[config.mk]
export PLATFORM = sky130hd
export DESIGN_NAME = memory_bridge
export DESIGN_NICKNAME = d
export VERILOG_FILES = /design/src/rtl/memory_bridge.sv
export SDC_FILE = /design/constraint.sdc
export NUM_CORES = 1
export LEC_CHECK = 0
export ABC_CLOCK_PERIOD_IN_PS = 2800
export CORE_MARGIN = 8
export CORE_UTILIZATION = 42
export DETAILED_ROUTE_END_ITERATION = 16
export PLACE_DENSITY = 0.95
export SLEW_MARGIN = 25
export SYNTH_ARGS = -nofsm -noshare
export SYNTH_HDL_FRONTEND = slang
export SYNTH_SLANG_ARGS = --single-unit
[constraint.sdc]
create_clock -name clk -period 2.8 [get_ports clk]
set_input_delay 0.42 -clock clk [delete_from_list [all_inputs] [get_ports clk]]
set_output_delay 0.42 -clock clk [all_outputs]
set_load 0.02 [all_outputs]
[src/rtl/memory_bridge.sv]
// Single-outstanding bridge from the core memory handshake to a req/ack bus with wait states.
// Optional bus timeout is built when MEMORY_BRIDGE_TIMEOUT_EN is defined.
module memory_bridge #(
  parameter int TIMEOUT_CYCLES = 256,
  parameter int COUNTER_WIDTH  = 9
) (
  input  logic        clk,
  input  logic        reset,
  input  logic        memory_enable,
  input  logic        memory_command,
  input  logic [31:0] memory_address,
  input  logic [31:0] memory_write_data,
  input  logic [3:0]  memory_byte_enable,
  output logic        memory_ready,
  output logic        memory_valid,
  output logic [31:0] memory_read_data,
  output logic        memory_error,
  output logic        bus_req,
  output logic        bus_we,
  output logic [31:0] bus_addr,
  output logic [31:0] bus_wdata,
  output logic [3:0]  bus_be,
  input  logic        bus_ack,
  input  logic [31:0] bus_rdata,
  output logic [1:0]  debug_state
);

  typedef enum logic [1:0] {
    IDLE    = 2'd0,
    REQUEST = 2'd1,
    RESPOND = 2'd2
  } state_t;

  state_t state_q, state_d;
  logic   accept;
  logic   ack_hit;
  logic   timeout_hit;

  // Handshake outputs are pure state decodes, so they change with the async reset
  assign memory_ready = (state_q == IDLE);
  assign memory_valid = (state_q == RESPOND);
  assign bus_req      = (state_q == REQUEST);
  assign debug_state  = state_q;

  assign accept  = (state_q == IDLE) && memory_enable;
  assign ack_hit = (state_q == REQUEST) && bus_ack;

  always_ff @(posedge clk or negedge reset) begin
    if (!reset) begin
      state_q <= IDLE;
    end else begin
      state_q <= state_d;
    end
  end

  always_comb begin
    state_d = state_q;
    case (state_q)
      IDLE:    if (memory_enable) state_d = REQUEST;
      REQUEST: if (bus_ack || timeout_hit) state_d = RESPOND;
      RESPOND: state_d = IDLE;
      default: state_d = IDLE;
    endcase
  end

  always_ff @(posedge clk or negedge reset) begin
    if (!reset) begin
      bus_we           <= 1'b0;
      bus_addr         <= '0;
      bus_wdata        <= '0;
      bus_be           <= '0;
      memory_read_data <= '0;
    end else begin
      if (accept) begin
        bus_we    <= memory_command;
        bus_addr  <= memory_address & 32'hFFFF_FFFC;
        bus_wdata <= memory_write_data;
        bus_be    <= memory_command ? memory_byte_enable : 4'b1111;
      end
      // Write completions leave the last read value in place
      if (ack_hit && !bus_we) begin
        memory_read_data <= bus_rdata;
      end else if (timeout_hit) begin
        memory_read_data <= '0;
      end
    end
  end

`ifdef MEMORY_BRIDGE_TIMEOUT_EN
  logic [COUNTER_WIDTH-1:0] timeout_cnt;

  // An ack on the expiry cycle takes priority over the abort
  assign timeout_hit = (state_q == REQUEST) && !bus_ack &&
                       (timeout_cnt == COUNTER_WIDTH'(TIMEOUT_CYCLES - 1));

  always_ff @(posedge clk or negedge reset) begin
    if (!reset) begin
      timeout_cnt  <= '0;
      memory_error <= 1'b0;
    end else begin
      if (accept) begin
        timeout_cnt <= '0;
      end else if ((state_q == REQUEST) && !bus_ack) begin
        timeout_cnt <= timeout_cnt + COUNTER_WIDTH'(1);
      end
      memory_error <= timeout_hit;
    end
  end
`else
  assign timeout_hit  = 1'b0;
  assign memory_error = 1'b0;
`endif

endmodule

After elaboration in Yosys (flattened, before gate mapping)
Cells that the tools add are included.
{"block": "op_classes", "muxes": 4, "reduce_logical": 6, "n_eq_ne": 4}
{"cell": "2-bit 2-to-1 mux", "n": 2}
{"cell": "4-bit 2-to-1 mux", "n": 1}
{"cell": "2-bit case mux with 2 select lines", "n": 1}
{"cell": "1-bit logical AND", "n": 3}
{"cell": "2-bit by 1-bit equality test with 1-bit output, second input constant", "n": 1}
{"cell": "2-bit equality test, second input constant", "n": 1}
{"cell": "2-bit zero test", "n": 1}
{"cell": "2-bit by 1-bit != test with 1-bit output, second input constant", "n": 1}
{"cell": "2-bit != test, second input constant", "n": 1}
{"cell": "2-bit AND reduction", "n": 1}
{"cell": "1-bit zero test", "n": 1}
{"block": "word_totals", "wordCells": 20, "ff_bits": 101, "input_bits": 105}

Longest topological paths before layout
Gate-level depths: netlist of the first run.
{"block": "depth", "depth_word": 3, "ltp_mapped": 4, "depth_no_buf": 2}

Least setup slack after synthesis of the first run
OpenSTA, ideal clock, no wires.
{"block": "synth_timing", "path_kind": "register -> register", "startpoint": "register state_q[1], in the netlist debug_state[1]", "endpoint": "register bus_addr[23]", "t_arrival_ps": 1421, "slack_ps": 1254, "t_required_ps": 2675, "path_stages_with_launch": 5, "synth_period_minus_slack_ps": 1546, "setup_time_ps": 125, "path_cell_list": "dfrtp_1 > nor3b_2 > buf_4 > buf_6 > mux2_2"}
{"block": "synth_via", "elab_chain_cells": 2}
{"item": "start: declaration", "line": "34", "text": "state_t state_q, state_d;"}
{"item": "start signal: assignment", "line": "52", "text": "state_q <= state_d;"}
{"item": "2-bit zero test", "line": "45", "text": "assign accept = (state_q == IDLE) && memory_enable;"}
{"item": "1-bit logical AND", "line": "45"}
{"item": "end signal: assignment", "line": "76", "text": "bus_addr <= memory_address & 32'hFFFF_FFFC;"}
{"item": "end: declaration", "line": "20", "text": "output logic [31:0] bus_addr,"}
No other way between the ends.
A chain may end at the register's enable or synchronous reset.

Final worst setup path of the first run
{"block": "layout_timing", "startpoint": "register state_q[0], in the netlist debug_state[0]", "endpoint": "output port bus_req"}
{"block": "layout_via", "elab_chain_cells": 1}
{"item": "2-bit by 1-bit equality test with 1-bit output", "line": "42", "text": "assign bus_req = (state_q == REQUEST);"}
{"item": "end: declaration", "line": "18", "text": "output logic bus_req,"}
No other way between the ends.

==> impl_metrics.tcl, run 1 <==
set metrics [dict create \
    status "finished, final reports clean" \
    synth.avg_cell_area_sq_um 16.9 \
    crit_arrival_ps 1710 \
    yosysMostFrequentCell "dfrtp_1" \
    rows 35 \
    max-vdd-ir-drop_mv 0.549 \
    p_comb_share_pct 48.3 \
    maxCapViolCount 0 \
    vias 2661 \
    start_util_pct 42.5 \
    postSynth.asyncResetShare_pct 100 \
    grt_pass1_wl_mm 16.7 \
    synth-edff-count 0 \
    ys_seq_elements 101 \
    synth_commonest_cells "dfrtp_1 (101), mux2_2 (69), mux2_1 (30)" \
    instances_no_fill 553 \
    syn_area_sq_um 3850 \
    antenna_found_initial 0 \
    clock-root-buffer "clkbuf_8" \
    grt_pass1_vias 3029 \
    dieHeight_um 112 \
    crit_type "flip-flop to output port" \
    ys_types 14 \
    cts_tree "yes" \
    timing.fmax_ghz 0.470 \
    critical_path_peak_fanout 8 \
    fillers 632 \
    area_growth_pct 61.6 \
    rrSetupSlack_ps 1070 \
    clk_pin_slew_worst_paths_ps 100 \
    place_inst 537 \
    slowest_delay_ps 640 \
    cpLargestDelayFamily "buffers and inverters" \
    cts_max_path_buffers 2 \
    nets 543 \
    crit_buf_inv 1 \
    cts_buffers 9 \
    power_density_nw_per_um2 1040 \
    first_pass_iters 2 \
    internal_power_mw 4.19 \
    yosysSeqAreaShare_pct 65.6 \
    switchingPower_mw 2.27 \
    setup_violations 0 \
    switching_share_pct 35.2 \
    grt_max_degree 68 \
    cts_sinks 101 \
    seq_power_share_pct 37.4 \
    ys.flop_type "dfrtp_1" \
    clock_skew_ps 10.4 \
    gp_congestion 0.739 \
    yosysWarnings 0 \
    globalRouteTotalUtil_pct 17.0 \
    p_leak_nw 2.55 \
    final-hold-violation-count 0 \
    placed_cell_area_sq_um 6020 \
    syn-instance-count 228 \
    die_area_sq_um 12500 \
    whs_ps 476 \
    overflow 0 \
    worstSetupEndpointType "output port" \
    drive_above_1_share_pct 20.6 \
    fin_crit_ps 2130 \
    synth.area.top_cells "dfrtp_1 (66%), mux2_2 (20%), mux2_1 (8.8%), buf_6 (1.8%), nand2b_1 (0.97%)" \
    hold_class "primary input to async pin" \
    crit_slowest_cell "clkdlybuf4s50_1" \
    wl_mm 10.5 \
    hpwl_mm 8.29 \
    startpoint_type "flip-flop" \
    slew_violations 0 \
    vias_per_cell 4.81 \
    cts_max_level 3 \
    rsz0062_at_grt "false" \
    synth_top_cell_area_share_pct 65.6 \
    post_cts_resized 0 \
    p_clk_share_pct 14.3 \
    yosysTopAreaCell "dfrtp_1" \
    wl_per_cell_um 19.0 \
    clk_latency_ps 350 \
    ant_nets 0 \
    route.detailed.drc 0 \
    crit_chain "nor2b_1 > clkdlybuf4s50_1" \
    die_w_um 112 \
    coreArea_sq_um 9060 \
    required_ps 2380 \
    final_area_sq_um 6220 \
    drt-initial-drc-count 67 \
    io-pin-count 212 \
    post-route-period-util_pct 75.9 \
    tns_ps 0 \
    io_buffers 206 \
    antenna_cells 0 \
]
[worst paths after layout]
kind,startpoint,to,depth (start not counted)
worst max-delay path,debug_state[0],bus_req,2
min in group clk,memory_read_data[23],memory_read_data[23],1
worst min register to register,memory_read_data[23],memory_read_data[23],1
worst max register to register,debug_state[1],memory_read_data[30],3
max in group asynchronous,reset,bus_addr[19],3
worst min-delay path,reset,memory_read_data[29],2
[layout by cell type (no fill, tap or decap), drive strengths merged]
master / instances
clkdlybuf4s50: 205
bufinv: 1
clkbuf: 10
conb: 3
dfrtp: 101
inv: 1
nor2b: 2
nand2b: 6
clkinvlp: 1
clkinv: 2
nor4bb: 1
and2: 1
mux2: 99
dlygate4sd3: 1
a21oi: 1
nor3b: 1
nor2: 1
buf: 5
[power by group through the flow]
| stage | registers (mW) | clock network (mW) | logic (mW) |
|---|---|---|---|
| finish | 2.42 | 0.924 | 3.12 |
| global route | 2.50 | 1.01 | 3.30 |
| floorplan | 3.19 | 0 | 0.712 |
| global placement | 2.39 | 0 | 3.10 |
| CTS | 2.43 | 0.953 | 3.18 |
| detailed placement | 2.46 | 0 | 3.17 |
[metal layers]
metal	GRT usage [%]	routed length, um	vias up
li1	-	-	1204
met1	18.8	4180	1309
met2	28.4	5060	137
met3	8.60	1140	11
met4	4.38	139	0
met5	0	0	-
[kinds of logic (layout without fill, tap and decap cells)]
group | count (synthesis) | in the layout | share of synthesized area, %
simple gates | 12 | 12 | 2.14
flops | 101 | 101 | 65.6
other cells | 1 | 3 | 0.0974
buf+inv | 14 | 226 | 3.05
mux | 99 | 99 | 28.9
compound gates | 1 | 1 | 0.130
[what timing repair did]
action,4_1_cts,5_1_grt
setup buffers,0,0
endpoints found under the setup margin,0,0
hold buffers,1,0
endpoints found under the hold margin,15,0
[worst register-to-register path, cell delays in order, from the launching register on]
cell      delay [ps]
dfrtp_1          500
nor4bb_4         310
buf_4            410
mux2_1           390
[stage by stage]
stage	power (mW)	utilization [%]	setup slack (ps)
floorplan	3.90	-	1250
CTS	6.56	68.7	637
global placement	5.49	66.4	673
finish	6.47	68.7	674
global route	6.81	68.7	565
detailed placement	5.62	66.4	634
[flip-flops by register name, indices dropped and copies added, names as in the netlist]
register,cells
bus_wdata,32
memory_read_data,32
bus_addr,30
bus_be,4
debug_state,2
bus_we,1
[final cells by class]
cell class                 count  area, sq um  area share (%)
sequential                   101         2530            40.6
timing repair buffer         211         2120            34.1
clock inverter                 5         60.1           0.965
clock buffer                  10          138            2.21
tap                          111          139            2.23
multi-input combinational    115         1230            19.8
Note: power is estimated with default switching activity, not from simulation.
==> run 2, diff against run 1 <==
--- a/config.mk
+++ b/config.mk
@@ -5,11 +5,11 @@
 export SDC_FILE = /design/constraint.sdc
 export NUM_CORES = 1
 export LEC_CHECK = 0
-export ABC_CLOCK_PERIOD_IN_PS = 2800
+export ABC_CLOCK_PERIOD_IN_PS = 1750
 export CORE_MARGIN = 8
-export CORE_UTILIZATION = 42
+export CORE_UTILIZATION = 35
 export DETAILED_ROUTE_END_ITERATION = 16
-export PLACE_DENSITY = 0.95
+export PLACE_DENSITY = 0.88
 export SLEW_MARGIN = 25
 export SYNTH_ARGS = -nofsm -noshare
 export SYNTH_HDL_FRONTEND = slang
==> constraint.sdc (replaced) <==
create_clock -name clk -period 1.75 [get_ports clk]
set_input_delay 0.2625 -clock clk [delete_from_list [all_inputs] [get_ports clk]]
set_output_delay 0.2625 -clock clk [all_outputs]
set_load 0.02 [all_outputs]
==> run 2 against run 1 <==
Clock skew fell by 0.81 ps; power rose by 58%; worst setup slack got worse by 600 ps; core utilization fell by 10 points; cell area rose by 0.90%; routed wire length rose by 2.8%; global-route usage fell by 2.2 points; register-to-register slack got worse by 900 ps.
==> impl_metrics.tcl, run 2 (synthesized netlist as in run 1, its figures left out) <==
set metrics [dict create \
    startpoint "bus_we" \
    io-pin-count 212 \
    grt_max_degree 102 \
    postCtsSetupBuffers 0 \
    globalRouteTotalUtil_pct 14.8 \
    seq_power_share_pct 37.7 \
    coreArea_sq_um 10800 \
    route.detailed.drc 0 \
    internal_power_mw 6.66 \
    start_util_pct 35.7 \
    first_pass_iters 3 \
    antenna_cells 0 \
    power_density_nw_per_um2 1630 \
    wl_per_cell_um 18.5 \
    rows 38 \
    cts_sinks 101 \
    die_w_um 121 \
    post-route-period-util_pct 96.0 \
    dieHeight_um 121 \
    grt_pass1_vias 3110 \
    crit_type "flip-flop to output port" \
    timing.fmax_ghz 0.595 \
    switching_share_pct 35.0 \
    worstSetupEndpointType "output port" \
    clock-root-buffer "clkbuf_8" \
    vias 2650 \
    cts_max_level 3 \
    crit_buf_inv 1 \
    fin_crit_ps 1680 \
    crit_chain "clkdlybuf4s50_1" \
    die_area_sq_um 14600 \
    required_ps 1490 \
    antenna_found_initial 0 \
    hpwl_mm 8.41 \
    cts_tree "yes" \
    slew_violations 0 \
    wl_met2_mm 5.30 \
    wl_mm 10.8 \
    switchingPower_mw 3.59 \
    setup_violations 0 \
    cpLargestDelayFamily "buffers and inverters" \
    vias_per_cell 4.54 \
    hold_class "flip-flop to flip-flop" \
    tightest_slew_ps 539 \
    drive_above_1_share_pct 20.9 \
    met3_length_mm 1.28 \
    maxUsedRoutingLayer "met4" \
    timing.rr.end "bus_wdata[11]" \
    final_common_cell "clkdlybuf4s50_1" \
    rrSetupSlack_ps 170 \
    p_comb_share_pct 49.0 \
    ant_nets 0 \
    grt_pass1_wl_mm 17.0 \
    max_slew_margin_pct 64.1 \
    max-vdd-ir-drop_mv 0.867 \
    tns_ps 0 \
    overflow 0 \
    crit_slowest_cell "clkdlybuf4s50_1" \
    worstSetupPathDepth 1 \
    nets 545 \
    drt-initial-drc-count 85 \
    top_regs "bus_wdata (32), memory_read_data (32), bus_addr (30)" \
    power_mw 10.2 \
    area_growth_pct 63.1 \
    critical_path_peak_fanout 3 \
    crit_arrival_ps 1420 \
    crit_end "bus_we" \
    reg2reg_depth 3 \
    timing.rr.start "debug_state[1]" \
    rsz0062_at_grt "false" \
    clk_pin_slew_worst_paths_ps 80 \
    io_buffers 206 \
    maxCapViolCount 0 \
    p_leak_nw 2.58 \
    cts_buffers 9 \
    clock_skew_ps 9.55 \
    startpoint_type "flip-flop" \
    p_clk_share_pct 13.3 \
    cts_max_path_buffers 2 \
    final_cell_mix "clkdlybuf4s50_1 (200), dfrtp_1 (99), mux2_2 (69)" \
    slowest_delay_ps 650 \
    status "finished, final reports clean" \
    wirelength_met1_mm 4.10 \
    clk_latency_ps 350 \
    gp_congestion 0.692 \
    final-hold-violation-count 0 \
]
-- run 2: cell types whose count changed in the layout (fill, tap and decap cells not counted) --
cell	delta
clkbuf_8	+2
buf_12	+2
dlymetal6s2s_1	+1
dlygate4sd2_1	+4
inv_6	-1
clkdlybuf4s50_1	-5
clkbuf_1	+2
dfrtp_1	-2
clkinvlp_4	-1
dfrtp_2	+2
bufinv_16	-1
clkinv_4	-1
-- run 2: layer usage --
layer / up-vias / global-route usage [%]
li1: 1204 / -
met3: 12 / 6.70
met4: 0 / 5.39
met1: 1296 / 16.0
met2: 138 / 25.0
met5: - / 0
-- run 2: cell type report --
type	count	area, sq um
Clock inverter	1	5.00
Fill cell	878	4510
Multi-Input combinational cell	115	1230
Timing Repair Buffer	213	2160
Sequential cell	101	2530
Tap cell	140	175
Clock buffer	14	173
-- run 2: timing repair --
| action | in CTS | in global routing |
|---|---|---|
| hold endpoints to repair | 101 | 0 |
| resized for setup | 6 | 1 |
| hold buffers | 1 | 0 |
| pin swaps | 0 | 0 |
| endpoints found under the setup margin | 5 | 1 |
-- run 2: through the flow --
stage / instance area (sq um) / hold WS [ps] / utilization [%] / setup WS, ps / instances
CTS: 6280 / 475 / 58.2 / 10.1 / 584
detailed placement: 6090 / 373 / 56.4 / -124 / 568
global placement: 6090 / 360 / 56.4 / -107 / 568
finish: 6280 / 490 / 58.2 / 69.3 / 584
global route: 6280 / 489 / 58.2 / 29.3 / 584
floorplan: 3860 / -33.1 / - / 204 / 230
-- run 2: power by group through the flow --
stage | registers [mW] | logic [mW] | clock network [mW]
4_1_cts | 3.88 | 5.11 | 1.43
3_3_place_gp | 3.84 | 5.01 | 0
6_report | 3.86 | 5.02 | 1.36
5_1_grt | 4.01 | 5.30 | 1.51
3_5_place_dp | 3.93 | 5.11 | 0
2_1_floorplan | 5.10 | 1.14 | 0
-- run 2: how the worst min path moves through the flow --
| stage | startpoint | to | slack, ps | depth (start not counted) |
|---|---|---|---|---|
| 4_1_cts | memory_enable | debug_state[0] | 480 | 3 |
| 6_report | memory_read_data[27] | memory_read_data[27] | 490 | 1 |
| 5_1_grt | memory_enable | debug_state[0] | 490 | 3 |
| 2_1_floorplan | reset | bus_addr[10] | -30 | 0 |
| 3_5_place_dp | reset | memory_read_data[18] | 370 | 2 |
| 3_3_place_gp | reset | memory_read_data[19] | 360 | 2 |
==> run 3, diff against run 2 <==
--- a/config.mk
+++ b/config.mk
@@ -10,6 +10,7 @@
 export CORE_UTILIZATION = 35
 export DETAILED_ROUTE_END_ITERATION = 16
 export PLACE_DENSITY = 0.88
+export SKIP_LAST_GASP = 1
 export SLEW_MARGIN = 25
 export SYNTH_ARGS = -nofsm -noshare
 export SYNTH_HDL_FRONTEND = slang
==> run 3 against run 2 <==
Via count is the same; first-iteration DRC count fell by 1.2%; final cell count is the same; worst hold slack stayed put; clock skew barely moved; highest routed layer unchanged.
==> impl_metrics.tcl, run 3 (synthesized netlist as in run 1, its figures left out) <==
set metrics [dict create \
    p_clk_share_pct 13.3 \
    hpwl_mm 8.41 \
    max-vdd-ir-drop_mv 0.867 \
    overflow 0 \
    fin_crit_ps 1680 \
    coreArea_sq_um 10800 \
    rows 38 \
    final_cell_mix "clkdlybuf4s50_1 (200), dfrtp_1 (99), mux2_2 (69)" \
    internal_power_mw 6.66 \
    io-pin-count 212 \
    io_buffers 206 \
    setup_violations 0 \
    hold_class "flip-flop to flip-flop" \
    crit_arrival_ps 1420 \
    crit_buf_inv 1 \
    rsz0062_at_grt "false" \
    area_growth_pct 63.2 \
    place_inst 568 \
    maxCapViolCount 0 \
    placed_cell_area_sq_um 6090 \
    power_density_nw_per_um2 1630 \
    cts_sinks 101 \
    grt-busiest-layer "met2" \
    final_area_sq_um 6280 \
    vias_per_cell 4.54 \
    max_slew_margin_pct 64.1 \
    grt_max_degree 102 \
    crit_slowest_cell "clkdlybuf4s50_1" \
    clk_latency_ps 350 \
    p_comb_share_pct 49.0 \
    drive_above_1_share_pct 20.9 \
    critical_path_peak_fanout 3 \
    switchingPower_mw 3.59 \
    cts_max_level 3 \
    first_pass_iters 4 \
    whs_ps 490 \
    antenna_found_initial 0 \
    nets 545 \
    clock_skew_ps 9.54 \
    use_met2_pct 25.0 \
    required_ps 1490 \
    vias 2650 \
    tightest_slew_ps 539 \
    crit_type "flip-flop to output port" \
    dieHeight_um 121 \
    grt_util_met3_pct 6.70 \
    startpoint_type "flip-flop" \
    timing.fmax_ghz 0.595 \
    slowest_delay_ps 650 \
    clk_pin_slew_worst_paths_ps 80 \
    grt_pass1_vias 3110 \
    cts_max_path_buffers 2 \
    instances_no_fill 584 \
    top_regs "bus_wdata (32), memory_read_data (32), bus_addr (30)" \
    final-hold-violation-count 0 \
    globalRouteTotalUtil_pct 14.8 \
    die_area_sq_um 14600 \
    seq_power_share_pct 37.7 \
    worstSetupEndpointType "output port" \
    final_util_pct 58.2 \
    crit_chain "clkdlybuf4s50_1" \
    route.detailed.drc 0 \
    cts_buffers 9 \
    drt-initial-drc-count 84 \
    cpLargestDelayFamily "buffers and inverters" \
    clock-root-buffer "clkbuf_8" \
    antenna_cells 0 \
    gp_congestion 0.692 \
    status "finished, final reports clean" \
    postCtsSetupBuffers 0 \
    cts_tree "yes" \
    post-route-period-util_pct 96.0 \
    final_common_cell "clkdlybuf4s50_1" \
    wl_mm 10.8 \
    grt_pass1_wl_mm 17.0 \
    ant_nets 0 \
    wl_per_cell_um 18.5 \
    start_util_pct 35.7 \
    die_w_um 121 \
    p_leak_nw 2.59 \
    slew_violations 0 \
    grt.met1_usage_pct 16.0 \
    switching_share_pct 35.0 \
]
-- run 3: changes by cell type in the layout (fill, tap and decap cells not counted) --
cell            change
dlygate4sd2_1       -1
dlymetal6s2s_1      +1
-- run 3: what timing repair did --
item / CTS / global route
gates resized for setup: 5 / 2
endpoints found under the setup margin: 5 / 2
hold buffers: 1 / 0
hold endpoints to repair: 101 / 0
-- run 3: layer usage --
| layer | up-vias | part of all wire, % |
|---|---|---|
| met3 | 12 | 12 |
| met2 | 140 | 49 |
| li1 | 1204 | - |
| met1 | 1294 | 38 |
| met4 | 0 | 1.3 |
| met5 | - | 0 |
-- run 3: metrics by stage --
stage | setup TNS [ps] | setup slack [ps] | total power [mW]
5_1_grt | 0 | 29.3 | 10.8
6_report | 0 | 69.3 | 10.2
3_5_place_dp | -7710 | -124 | 9.03
2_1_floorplan | 0 | 204 | 6.24
4_1_cts | -169 | -169 | 10.4
3_3_place_gp | -6180 | -107 | 8.85
-- run 3: path summary, 6_finish.rpt --
check                                          start                    to  slack, ps  depth (start not counted)
max in group asynchronous                      reset        debug_state[1]        800                          3
worst max-delay path                          bus_we                bus_we         70                          1
worst min-delay path            memory_read_data[27]  memory_read_data[27]        490                          1
worst min register to register  memory_read_data[27]  memory_read_data[27]        490                          1
min in group asynchronous                      reset   memory_read_data[5]        520                          3
worst max register to register        debug_state[1]         bus_wdata[11]        170                          3
-- run 3: power groups by stage --
| stage | sequential [mW] | clock [mW] | combinational (mW) |
|---|---|---|---|
| after floorplan | 5.10 | 0 | 1.14 |
| after global placement | 3.84 | 0 | 5.01 |
| after detailed placement | 3.93 | 0 | 5.11 |
| after CTS | 3.88 | 1.43 | 5.11 |
| after global routing | 4.01 | 1.51 | 5.30 |
| final | 3.86 | 1.36 | 5.02 |
-- run 3: layout make-up --
| type | count | area [sq um] |
|---|---|---|
| clock buffers | 14 | 173 |
| repair buffers | 213 | 2170 |
| multi-input cells | 115 | 1230 |
| clock inverters | 1 | 5.00 |
| fillers | 876 | 4510 |
| flip-flops and latches | 101 | 2530 |
| well taps | 140 | 175 |
